**config.mk**
```make
export PLATFORM = sky130hd
export DESIGN_NAME = uart_arbiter_flat
export DESIGN_NICKNAME = d
export VERILOG_FILES = /design/src/rtl/uart_arbiter_if.sv /design/src/rtl/uart_arbiter.sv /design/src/flat_wrapper.sv
export SDC_FILE = /design/constraint.sdc
export NUM_CORES = 1
export LEC_CHECK = 0
export ABC_CLOCK_PERIOD_IN_PS = 2200
export CORE_ASPECT_RATIO = 1.5
export CORE_MARGIN = 4
export CORE_UTILIZATION = 40
export DETAILED_ROUTE_END_ITERATION = 12
export PLACE_DENSITY = 0.67
export SYNTH_ARGS = -nofsm -noshare
export SYNTH_HDL_FRONTEND = slang
export SYNTH_SLANG_ARGS = --single-unit
```
**constraint.sdc**
```tcl
create_clock -name clk -period 2.2 [get_ports clk]
set_input_delay 0.22 -clock clk [delete_from_list [all_inputs] [get_ports clk]]
set_output_delay 0.22 -clock clk [all_outputs]
set_load 0.005 [all_outputs]
```
**src/rtl/uart_arbiter_if.sv**
```systemverilog
// Bundle of the two requester ports and the UART buffer request port.
// The arbiter uses the slave view; the requesters and the buffer use the master view.
interface uart_arbiter_if;
    logic        m0_renable;
    logic        m1_renable;
    logic [1:0]  m0_rsize;
    logic [1:0]  m1_rsize;
    logic        m0_rdone;
    logic        m1_rdone;
    logic [31:0] m0_rdata;
    logic [31:0] m1_rdata;
    logic        m0_wenable;
    logic        m1_wenable;
    logic [1:0]  m0_wsize;
    logic [1:0]  m1_wsize;
    logic [31:0] m0_wdata;
    logic [31:0] m1_wdata;
    logic        m0_wdone;
    logic        m1_wdone;
    logic        renable;
    logic [1:0]  rsize;
    logic        rdone;
    logic [31:0] rdata;
    logic        wenable;
    logic [1:0]  wsize;
    logic [31:0] wdata;
    logic        wdone;

    modport slave (
        input  m0_renable, m1_renable, m0_rsize, m1_rsize,
        input  m0_wenable, m1_wenable, m0_wsize, m1_wsize, m0_wdata, m1_wdata,
        input  rdone, rdata, wdone,
        output m0_rdone, m1_rdone, m0_rdata, m1_rdata, m0_wdone, m1_wdone,
        output renable, rsize, wenable, wsize, wdata
    );

    modport master (
        output m0_renable, m1_renable, m0_rsize, m1_rsize,
        output m0_wenable, m1_wenable, m0_wsize, m1_wsize, m0_wdata, m1_wdata,
        output rdone, rdata, wdone,
        input  m0_rdone, m1_rdone, m0_rdata, m1_rdata, m0_wdone, m1_wdone,
        input  renable, rsize, wenable, wsize, wdata
    );
endinterface

```
**src/rtl/uart_arbiter.sv**
```systemverilog
// Two-requester arbiter in front of the UART buffer. Read and write channels each
// run their own copy of the pending/grant FSM; the top level adds the size/data paths.
module uart_arbiter_core #(
    parameter bit FIXED_PRIO = 1'b0
) (
    input  logic       clk,
    input  logic       rstn,
    input  logic [1:0] i_req,
    input  logic       i_done,
    output logic [1:0] o_accept,
    output logic       o_load,
    output logic       o_winner,
    output logic       o_take,
    output logic       o_issue,
    output logic       o_grant
);
    typedef enum logic {IDLE = 1'b0, WAIT = 1'b1} state_t;

    state_t     r_state;
    state_t     w_nextState;
    logic [1:0] r_pend;
    logic [1:0] w_pendEff;
    logic [1:0] w_clearMask;
    logic       r_last;
    logic       r_grant;
    logic       r_issue;

    always_ff @(posedge clk) begin
        if (!rstn) begin
            r_state <= IDLE;
            r_pend  <= 2'b00;
            r_last  <= 1'b0;
            r_grant <= 1'b0;
            r_issue <= 1'b0;
        end else begin
            r_state <= w_nextState;
            r_issue <= o_load;
            r_pend  <= (r_pend & ~w_clearMask) | o_accept;
            if (o_load) r_grant <= o_winner;
            if (o_take) r_last <= r_grant;
        end
    end

    always_comb begin
        w_nextState = r_state;
        case (r_state)
            IDLE: if (o_load) w_nextState = WAIT;
            WAIT: if (i_done) w_nextState = IDLE;
        endcase
    end

    // A new pulse from the requester being completed this cycle is accepted,
    // and a request arriving while idle is granted at the same edge it is latched.
    always_comb begin
        o_take      = (r_state == WAIT) && i_done;
        w_clearMask = 2'b00;
        if (o_take) w_clearMask[r_grant] = 1'b1;
        o_accept    = i_req & (~r_pend | w_clearMask);
        w_pendEff   = r_pend | o_accept;
        case (w_pendEff)
            2'b10:   o_winner = 1'b1;
            2'b11:   o_winner = FIXED_PRIO ? 1'b0 : ~r_last;
            default: o_winner = 1'b0;
        endcase
        o_load      = (r_state == IDLE) && (w_pendEff != 2'b00);
    end

    assign o_issue = r_issue;
    assign o_grant = r_grant;
endmodule

module uart_arbiter #(
    parameter bit FIXED_PRIO = 1'b0
) (
    input  logic           clk,
    input  logic           rstn,
    uart_arbiter_if.slave  bus
);
    logic [1:0]  w_rAccept;
    logic        w_rLoad;
    logic        w_rWinner;
    logic        w_rTake;
    logic        w_rIssue;
    logic        w_rGrant;
    logic [1:0]  w_wAccept;
    logic        w_wLoad;
    logic        w_wWinner;
    logic        w_wTake;
    logic        w_wIssue;
    logic        w_wGrant;

    logic [1:0]  r_rSizeLat0;
    logic [1:0]  r_rSizeLat1;
    logic [1:0]  r_rsize;
    logic        r_m0Rdone;
    logic        r_m1Rdone;
    logic [31:0] r_m0Rdata;
    logic [31:0] r_m1Rdata;
    logic [1:0]  r_wSizeLat0;
    logic [1:0]  r_wSizeLat1;
    logic [31:0] r_wDataLat0;
    logic [31:0] r_wDataLat1;
    logic [1:0]  r_wsize;
    logic [31:0] r_wdata;
    logic        r_m0Wdone;
    logic        r_m1Wdone;

    logic [1:0]  w_rSizeEff0;
    logic [1:0]  w_rSizeEff1;
    logic [1:0]  w_wSizeEff0;
    logic [1:0]  w_wSizeEff1;
    logic [31:0] w_wDataEff0;
    logic [31:0] w_wDataEff1;

    uart_arbiter_core #(.FIXED_PRIO(FIXED_PRIO)) u_readArb (
        .clk      (clk),
        .rstn     (rstn),
        .i_req    ({bus.m1_renable, bus.m0_renable}),
        .i_done   (bus.rdone),
        .o_accept (w_rAccept),
        .o_load   (w_rLoad),
        .o_winner (w_rWinner),
        .o_take   (w_rTake),
        .o_issue  (w_rIssue),
        .o_grant  (w_rGrant)
    );

    uart_arbiter_core #(.FIXED_PRIO(FIXED_PRIO)) u_writeArb (
        .clk      (clk),
        .rstn     (rstn),
        .i_req    ({bus.m1_wenable, bus.m0_wenable}),
        .i_done   (bus.wdone),
        .o_accept (w_wAccept),
        .o_load   (w_wLoad),
        .o_winner (w_wWinner),
        .o_take   (w_wTake),
        .o_issue  (w_wIssue),
        .o_grant  (w_wGrant)
    );

    // A request granted at the edge it arrives has not been latched yet, so bypass it.
    assign w_rSizeEff0 = w_rAccept[0] ? bus.m0_rsize : r_rSizeLat0;
    assign w_rSizeEff1 = w_rAccept[1] ? bus.m1_rsize : r_rSizeLat1;
    assign w_wSizeEff0 = w_wAccept[0] ? bus.m0_wsize : r_wSizeLat0;
    assign w_wSizeEff1 = w_wAccept[1] ? bus.m1_wsize : r_wSizeLat1;
    assign w_wDataEff0 = w_wAccept[0] ? bus.m0_wdata : r_wDataLat0;
    assign w_wDataEff1 = w_wAccept[1] ? bus.m1_wdata : r_wDataLat1;

    always_ff @(posedge clk) begin
        if (!rstn) begin
            r_rSizeLat0 <= 2'b00;
            r_rSizeLat1 <= 2'b00;
            r_rsize     <= 2'b00;
            r_m0Rdone   <= 1'b0;
            r_m1Rdone   <= 1'b0;
            r_m0Rdata   <= 32'h0;
            r_m1Rdata   <= 32'h0;
        end else begin
            if (w_rAccept[0]) r_rSizeLat0 <= bus.m0_rsize;
            if (w_rAccept[1]) r_rSizeLat1 <= bus.m1_rsize;
            if (w_rLoad) r_rsize <= w_rWinner ? w_rSizeEff1 : w_rSizeEff0;
            r_m0Rdone <= w_rTake && !w_rGrant;
            r_m1Rdone <= w_rTake && w_rGrant;
            if (w_rTake && !w_rGrant) r_m0Rdata <= bus.rdata;
            if (w_rTake && w_rGrant) r_m1Rdata <= bus.rdata;
        end
    end

    always_ff @(posedge clk) begin
        if (!rstn) begin
            r_wSizeLat0 <= 2'b00;
            r_wSizeLat1 <= 2'b00;
            r_wDataLat0 <= 32'h0;
            r_wDataLat1 <= 32'h0;
            r_wsize     <= 2'b00;
            r_wdata     <= 32'h0;
            r_m0Wdone   <= 1'b0;
            r_m1Wdone   <= 1'b0;
        end else begin
            if (w_wAccept[0]) begin
                r_wSizeLat0 <= bus.m0_wsize;
                r_wDataLat0 <= bus.m0_wdata;
            end
            if (w_wAccept[1]) begin
                r_wSizeLat1 <= bus.m1_wsize;
                r_wDataLat1 <= bus.m1_wdata;
            end
            if (w_wLoad) begin
                r_wsize <= w_wWinner ? w_wSizeEff1 : w_wSizeEff0;
                r_wdata <= w_wWinner ? w_wDataEff1 : w_wDataEff0;
            end
            r_m0Wdone <= w_wTake && !w_wGrant;
            r_m1Wdone <= w_wTake && w_wGrant;
        end
    end

    assign bus.renable  = w_rIssue;
    assign bus.rsize    = r_rsize;
    assign bus.m0_rdone = r_m0Rdone;
    assign bus.m1_rdone = r_m1Rdone;
    assign bus.m0_rdata = r_m0Rdata;
    assign bus.m1_rdata = r_m1Rdata;
    assign bus.wenable  = w_wIssue;
    assign bus.wsize    = r_wsize;
    assign bus.wdata    = r_wdata;
    assign bus.m0_wdone = r_m0Wdone;
    assign bus.m1_wdone = r_m1Wdone;
endmodule

```
**src/flat_wrapper.sv**
```systemverilog
// flat-port wrapper written by rule: the top's interface ports become plain ports
module uart_arbiter_flat 
#(
    parameter bit FIXED_PRIO = 1'b0
)
  (clk, rstn, bus_m0_renable, bus_m1_renable, bus_m0_rsize, bus_m1_rsize, bus_m0_wenable, bus_m1_wenable, bus_m0_wsize, bus_m1_wsize, bus_m0_wdata, bus_m1_wdata, bus_rdone, bus_rdata, bus_wdone, bus_m0_rdone, bus_m1_rdone, bus_m0_rdata, bus_m1_rdata, bus_m0_wdone, bus_m1_wdone, bus_renable, bus_rsize, bus_wenable, bus_wsize, bus_wdata);
  uart_arbiter_if bus_i ();
  input  logic clk;
  input  logic rstn;
  input wire logic [$bits(bus_i.m0_renable)-1:0] bus_m0_renable;
  input wire logic [$bits(bus_i.m1_renable)-1:0] bus_m1_renable;
  input wire logic [$bits(bus_i.m0_rsize)-1:0] bus_m0_rsize;
  input wire logic [$bits(bus_i.m1_rsize)-1:0] bus_m1_rsize;
  input wire logic [$bits(bus_i.m0_wenable)-1:0] bus_m0_wenable;
  input wire logic [$bits(bus_i.m1_wenable)-1:0] bus_m1_wenable;
  input wire logic [$bits(bus_i.m0_wsize)-1:0] bus_m0_wsize;
  input wire logic [$bits(bus_i.m1_wsize)-1:0] bus_m1_wsize;
  input wire logic [$bits(bus_i.m0_wdata)-1:0] bus_m0_wdata;
  input wire logic [$bits(bus_i.m1_wdata)-1:0] bus_m1_wdata;
  input wire logic [$bits(bus_i.rdone)-1:0] bus_rdone;
  input wire logic [$bits(bus_i.rdata)-1:0] bus_rdata;
  input wire logic [$bits(bus_i.wdone)-1:0] bus_wdone;
  output wire logic [$bits(bus_i.m0_rdone)-1:0] bus_m0_rdone;
  output wire logic [$bits(bus_i.m1_rdone)-1:0] bus_m1_rdone;
  output wire logic [$bits(bus_i.m0_rdata)-1:0] bus_m0_rdata;
  output wire logic [$bits(bus_i.m1_rdata)-1:0] bus_m1_rdata;
  output wire logic [$bits(bus_i.m0_wdone)-1:0] bus_m0_wdone;
  output wire logic [$bits(bus_i.m1_wdone)-1:0] bus_m1_wdone;
  output wire logic [$bits(bus_i.renable)-1:0] bus_renable;
  output wire logic [$bits(bus_i.rsize)-1:0] bus_rsize;
  output wire logic [$bits(bus_i.wenable)-1:0] bus_wenable;
  output wire logic [$bits(bus_i.wsize)-1:0] bus_wsize;
  output wire logic [$bits(bus_i.wdata)-1:0] bus_wdata;
  assign bus_i.m0_renable = bus_m0_renable;
  assign bus_i.m1_renable = bus_m1_renable;
  assign bus_i.m0_rsize = bus_m0_rsize;
  assign bus_i.m1_rsize = bus_m1_rsize;
  assign bus_i.m0_wenable = bus_m0_wenable;
  assign bus_i.m1_wenable = bus_m1_wenable;
  assign bus_i.m0_wsize = bus_m0_wsize;
  assign bus_i.m1_wsize = bus_m1_wsize;
  assign bus_i.m0_wdata = bus_m0_wdata;
  assign bus_i.m1_wdata = bus_m1_wdata;
  assign bus_i.rdone = bus_rdone;
  assign bus_i.rdata = bus_rdata;
  assign bus_i.wdone = bus_wdone;
  assign bus_m0_rdone = bus_i.m0_rdone;
  assign bus_m1_rdone = bus_i.m1_rdone;
  assign bus_m0_rdata = bus_i.m0_rdata;
  assign bus_m1_rdata = bus_i.m1_rdata;
  assign bus_m0_wdone = bus_i.m0_wdone;
  assign bus_m1_wdone = bus_i.m1_wdone;
  assign bus_renable = bus_i.renable;
  assign bus_rsize = bus_i.rsize;
  assign bus_wenable = bus_i.wenable;
  assign bus_wsize = bus_i.wsize;
  assign bus_wdata = bus_i.wdata;
  uart_arbiter #(.FIXED_PRIO(FIXED_PRIO)) u_core (.clk(clk), .rstn(rstn), .bus(bus_i));
endmodule
```
* Word-level counts from Yosys, hierarchy flattened
Cells that the tools add are included.
Cells by class: order comparisons 4, equal/unequal tests 4, multiplexer cells 23, bitwise logic cells 18, reductions and logical operators 14
Operators with widths (count):
- 32-bit two-way mux | 3
- 2-bit two-way mux | 8
- 2-bit bitwise OR | 6
- 1-bit logical AND | 10
- 2-bit AND | 4
- 2-bit == test, second input constant | 4
- 2-bit NOT | 4
- 1-bit one-hot mux with 2 select lines | 4
- 1-bit two-way mux | 6
- 1-bit by 2-bit < comparator with 1-bit output, second input constant | 2
- 1-bit NOT | 4
- 2-bit nonzero test | 2
- 1-bit demux with 1-bit select | 2
- 1-bit >= comparator, second input constant | 2
- 1-bit zero test | 2
Storage, ports and cells: flip-flop bits (word level) 188, input port bits 112, output and inout port bits 106, word-level logic and storage cells 88

* Longest topological paths before layout
depth after elaboration 12, gate-level depth with buffers 8, gate-level depth less buffers 4

* Cells and area by module
A second synthesis with hierarchy kept.
Second synthesis, totals: cells, all modules 711, area total of the unflattened synthesis 7308.3 um2
By module, submodules not included:
- uart_arbiter | instances 1, cells an instance 649, area an instance 6742.7 um2, seq. area each 3523.4 um2
- uart_arbiter_core | instances 2, cells an instance 31, area an instance 282.8 um2, seq. area each 120.1 um2

* Least setup slack after synthesis
OpenSTA, ideal clock, no wires.
path kind register to register, from register u_core.u_writeArb.r_state, to register u_core.r_wdata[23] (netlist: u_core.bus.wdata[23]), library setup time 0.133 ns, arrival 1.505 ns, required time 2.067 ns, slack 0.562 ns, cell stages (with the launch flop) 9, path buffers 4, clock period less this slack 1.638 ns, cell sequence dfxtp_1 > buf_6 > and4_4 > buf_6 > or2_1 > buf_6 > buf_6 > a31oi_4 > o221ai_2
Between the ends: longest elaborated chain between the ends 8, elaborated cells between the ends (all ways) 14, classes of those cells 2 x eq/ne; 5 x mux; 4 x bitwise; 3 x reduce/logical
RTL lines:
- from (decl) | line uart_arbiter.sv:19 | state_t r_state;
- from (signal assigned) | line uart_arbiter.sv:36 | r_state <= w_nextState;
- 1-bit logical AND | line uart_arbiter.sv:55 | o_take = (r_state == WAIT) && i_done;
- 2-bit two-way mux | line uart_arbiter.sv:57 | if (o_take) w_clearMask[r_grant] = 1'b1;
- 2-bit bitwise OR | line uart_arbiter.sv:58 | o_accept = i_req & (~r_pend | w_clearMask);
- 2-bit AND | line uart_arbiter.sv:58
- 2-bit bitwise OR | line uart_arbiter.sv:59 | w_pendEff = r_pend | o_accept;
- 2-bit == test | line uart_arbiter.sv:60 | case (w_pendEff)
- 1-bit one-hot mux with 2 select lines | line uart_arbiter.sv:60
- 32-bit two-way mux | line uart_arbiter.sv:190 | r_wdata <= w_wWinner ? w_wDataEff1 : w_wDataEff0;
- to (signal assigned) | line uart_arbiter.sv:190
- to (decl) | line uart_arbiter.sv:104 | logic [31:0] r_wdata;
Several ways; a longest one is shown, not always the timed one. A chain may end at the register's enable or synchronous reset.

* Final worst setup path
from register u_core.u_writeArb.r_grant (netlist: u_core.u_writeArb.o_grant), to register u_core.r_wdata[6] (netlist: u_core.bus.wdata[6])
Between the ends: longest elaborated chain between the ends 11, elaborated cells between the ends (all ways) 17, classes of those cells 2 x order compare; 2 x eq/ne; 7 x mux; 3 x bitwise; 3 x reduce/logical
RTL lines:
- from (decl) | line uart_arbiter.sv:25 | logic r_grant;
- from (signal assigned) | line uart_arbiter.sv:39 | if (o_load) r_grant <= o_winner;
- 1-bit by 2-bit < comparator with 1-bit output (implied by the code) or 1-bit >= comparator (tied branches) | line uart_arbiter.sv:57
- 1-bit logical AND (implied by the code) | line uart_arbiter.sv:57
- 1-bit two-way mux (implied by the code) | line uart_arbiter.sv:57
- 1-bit demux with 1-bit select (*) | line uart_arbiter.sv:57
- 2-bit two-way mux (*) | line uart_arbiter.sv:57
- 2-bit bitwise OR (*) | line uart_arbiter.sv:58
- 2-bit AND (*) | line uart_arbiter.sv:58
- 2-bit bitwise OR | line uart_arbiter.sv:59
- 2-bit == test | line uart_arbiter.sv:60
- 1-bit one-hot mux with 2 select lines | line uart_arbiter.sv:60
- 32-bit two-way mux | line uart_arbiter.sv:190
Every way passes the cells marked *; elsewhere a longest branch is shown, timed or not.

==> results.cfg <==
[place]
gp_congestion = 0.761
place_hpwl_um = 14500
dpl_cell_area_um2 = 10100
io_buffers = 217
pre_cts_slack_ns = 0.169

[power]
power.switching_mw = 2.04
intPower_mw = 5.84
p_clk_share_pct = 38.3
combPwrFrac_pct = 14.9
p_sw_share_pct = 25.9
p_leak_nw = 4.08
p_total_mw = 7.88
power.share.sequential_pct = 46.8
power_density_nw_per_um2 = 736
ir_worst_vdd_v = 0.000438

[run]
maxCapViolCount = 0

[sta]
tightest_slew_ns = 0.716
setup_slack_ns = 0.521
period_needed_ns = 1.68
final-max-slew-violation-count = 0
finalSetupTns_ns = 0
setup_violations = 0
max_freq_mhz = 595
clock_skew_ns = 0.0112
fin_crit_sh_pct = 76.3
hold_violations = 0
rsz0062_at_grt = no
max_slew_margin_pct = 52.3

[yosys]
synth_common_cells = 238 x nand2_1, 188 x dfxtp_1, 75 x a21oi_1
synth.most_common_cell = nand2_1
synth_top_area_share_pct = 49.2
synth_nets = 963
ys_types = 48
ys_warn_count = 0
ys_seq_area_share_pct = 49.2
synth-async-reset-ratio_pct = 0
synth-seq-cells = 188
netlist_instances = 851
synth_area_per_cell_um2 = 8.99
yosys.area.top_type = dfxtp_1
synth_edf_count = 0
syn_area_um2 = 7650
netlist_top_cells_area = dfxtp_1 49%, nand2_1 12%, a31oi_4 5.6%
ys.flop_type = dfxtp_1

[outcome]
status = complete, no violations

[worst_setup_path]
critPathKind = reg -> reg
r2r_start = u_core.u_writeArb.o_grant
worst-r2r-cell-count = 5
critPathArrivalTime_ns = 2.02
critPathMaxFanout = 16
crit_path_end_kind = flop
cpPeakStageDelay_ns = 0.36
cp_slowest_cell = mux2_2
cp_cell_sequence = nand3b_1, a21boi_4, buf_12, mux2_2, o221ai_1
crit_required_ns = 2.54
rr_endpoint = u_core.bus.wdata[6]
rrSetupSlack_ns = 0.52
cp-start-kind = flop

[floorplan]
die_y_um = 177
row_count = 61
coreArea_um2 = 18700
die_w_um = 121
ios = 218
start_util_pct = 40.9
die_area_um2 = 21400

[grt]
antenna_found_initial = 0
grt_pass1_vias = 6523
grtUsageTotal_pct = 19.8
grt_overflow_total = 0
grt_pass1_wl_um = 33800
grt_max_degree = 65

[drt]
viasPerCell = 4.95
wl_per_cell_um = 15.9
via_count = 6511
drtIter0Drc = 342
first_pass_iters = 6
routed_wl_um = 21000
drc = 0
ant_nets = 0

[cts]
hold_buffers = 0
post_cts_buffers = 0
insertion_delay_ns = 0.43
cts_buffer_depth = 2
cts_buffers = 17
tritoncts = built
clkSinkCount = 188
cts_max_level = 4
root_buffer = clkbuf_16
cts_resized = 0
path_clk_slew_ns = 0.07

[worst_hold_path]
min_path_type = in -> reg
holdPathEnd = u_core.r_wDataLat1[11]
hp-start = rstn
min_path_cells = 3

[final_layout]
nets = 1162
fin_area_um2 = 10700
n_antenna_cell = 0
syn2layout_area_growth_pct = 40.1
drive_above_1_share_pct = 12.1
fillers = 1689
post-route-util_pct = 57.3
power by group through the flow:
stage | Sequential [mW] | Combinational (mW) | Clock (mW)
final | 3.69 | 1.17 | 3.02
after CTS | 3.69 | 1.19 | 3.12
after global routing | 3.71 | 1.28 | 3.25
after global placement | 3.77 | 1.18 | 0
after detailed placement | 3.77 | 1.19 | 0
after floorplan | 3.76 | 0.584 | 0
layer usage:
metal | track usage, % | part of all wire [%] | vias to the layer above | wire length (um)
met5 | 0 | 0 | - | 0
met2 | 34.5 | 50 | 191 | 10500
met4 | 6.05 | 1.6 | 0 | 341
met3 | 7.24 | 8.5 | 21 | 1780
li1 | - | - | 3272 | -
met1 | 22.5 | 40 | 3027 | 8370
final cells by class:
class / count / area (um^2) / area share [%]
clock buffers: 20 / 447 / 4.17
clock inverters: 12 / 131 / 1.23
inverters: 52 / 196 / 1.83
multi-input cells: 547 / 3400 / 31.7
flip-flops and latches: 188 / 3760 / 35.1
well taps: 252 / 315 / 2.94
repair buffers: 244 / 2460 / 23.0
how the worst max path moves through the flow:
stage / startpoint / endpoint / slack (ns)
6_report: u_core.u_writeArb.o_grant / u_core.bus.wdata[6] / 0.52
5_1_grt: u_core.u_writeArb.o_grant / u_core.bus.wdata[6] / 0.38
4_1_cts: u_core.u_writeArb.o_grant / u_core.bus.wdata[6] / 0.51
3_5_place_dp: bus_m1_wenable / u_core.bus.wdata[6] / 0.17
3_3_place_gp: bus_m1_wenable / u_core.bus.wdata[6] / 0.21
2_1_floorplan: u_core.u_writeArb.r_state / u_core.bus.wdata[23] / 0.56
critical path: cells and delay by family, from the launching register on:
family | cells | cell delay (ns)
AND/OR/NAND/NOR | 1 | 0.24
flip-flops | 1 | 0.35
multiplexers | 1 | 0.36
buffers and inverters | 1 | 0.20
AO/OA/AOI/OAI | 2 | 0.43
sequential cells by signal (all words and copies together), names as in the netlist, 2 cells and up:
signal,count
u_core.u_writeArb.r_pend,2
u_core.bus.wsize,2
u_core.r_wSizeLat1,2
u_core.r_wSizeLat0,2
u_core.bus.m0_rdata,32
u_core.r_rSizeLat0,2
u_core.bus.rsize,2
u_core.r_wDataLat0,32
u_core.bus.wdata,32
u_core.bus.m1_rdata,32
u_core.r_rSizeLat1,2
u_core.r_wDataLat1,32
u_core.u_readArb.r_pend,2
layout by cell type (no fill, tap or decap), types with 2 or more instances in the layout:
master / Yosys / layout
or2_2: 3 / 4
o211ai_1: 5 / 5
nor2_1: 28 / 28
nand3_1: 2 / 2
nor3_1: 29 / 29
nor3b_1: 9 / 9
clkinv_2: 0 / 2
clkinv_4: 0 / 3
inv_1: 51 / 51
a211oi_1: 2 / 2
dfxtp_1: 188 / 188
clkbuf_16: 0 / 17
mux2_2: 21 / 21
o21a_1: 19 / 19
inv_6: 0 / 4
buf_12: 0 / 7
nand2_1: 238 / 238
a31oi_4: 20 / 20
o21ai_0: 11 / 11
and3_1: 2 / 2
nand3b_1: 2 / 2
o221ai_2: 19 / 19
nor4_1: 2 / 2
o221ai_1: 7 / 7
buf_4: 4 / 21
nor4b_1: 7 / 7
clkdlybuf4s50_1: 0 / 216
a21oi_1: 75 / 75
a31oi_1: 8 / 8
clkbuf_1: 43 / 2
mux2i_1: 19 / 19
cell families after synthesis:
group	synth area share (%)
AOI/OAI and AO/OA	20.2
and+or+nand+nor	18.4
muxes	5.58
buffers and inverters	6.59
DFF	49.2
through the flow:
| step | hold slack [ns] | instances |
|---|---|---|
| finish | 0.171 | 1315 |
| global route | 0.169 | 1315 |
| CTS | 0.172 | 1315 |
| detailed placement | 0.447 | 1283 |
| global placement | 0.440 | 1283 |
| floorplan | 0.337 | 851 |
Power figures use the tool's default switching activity.
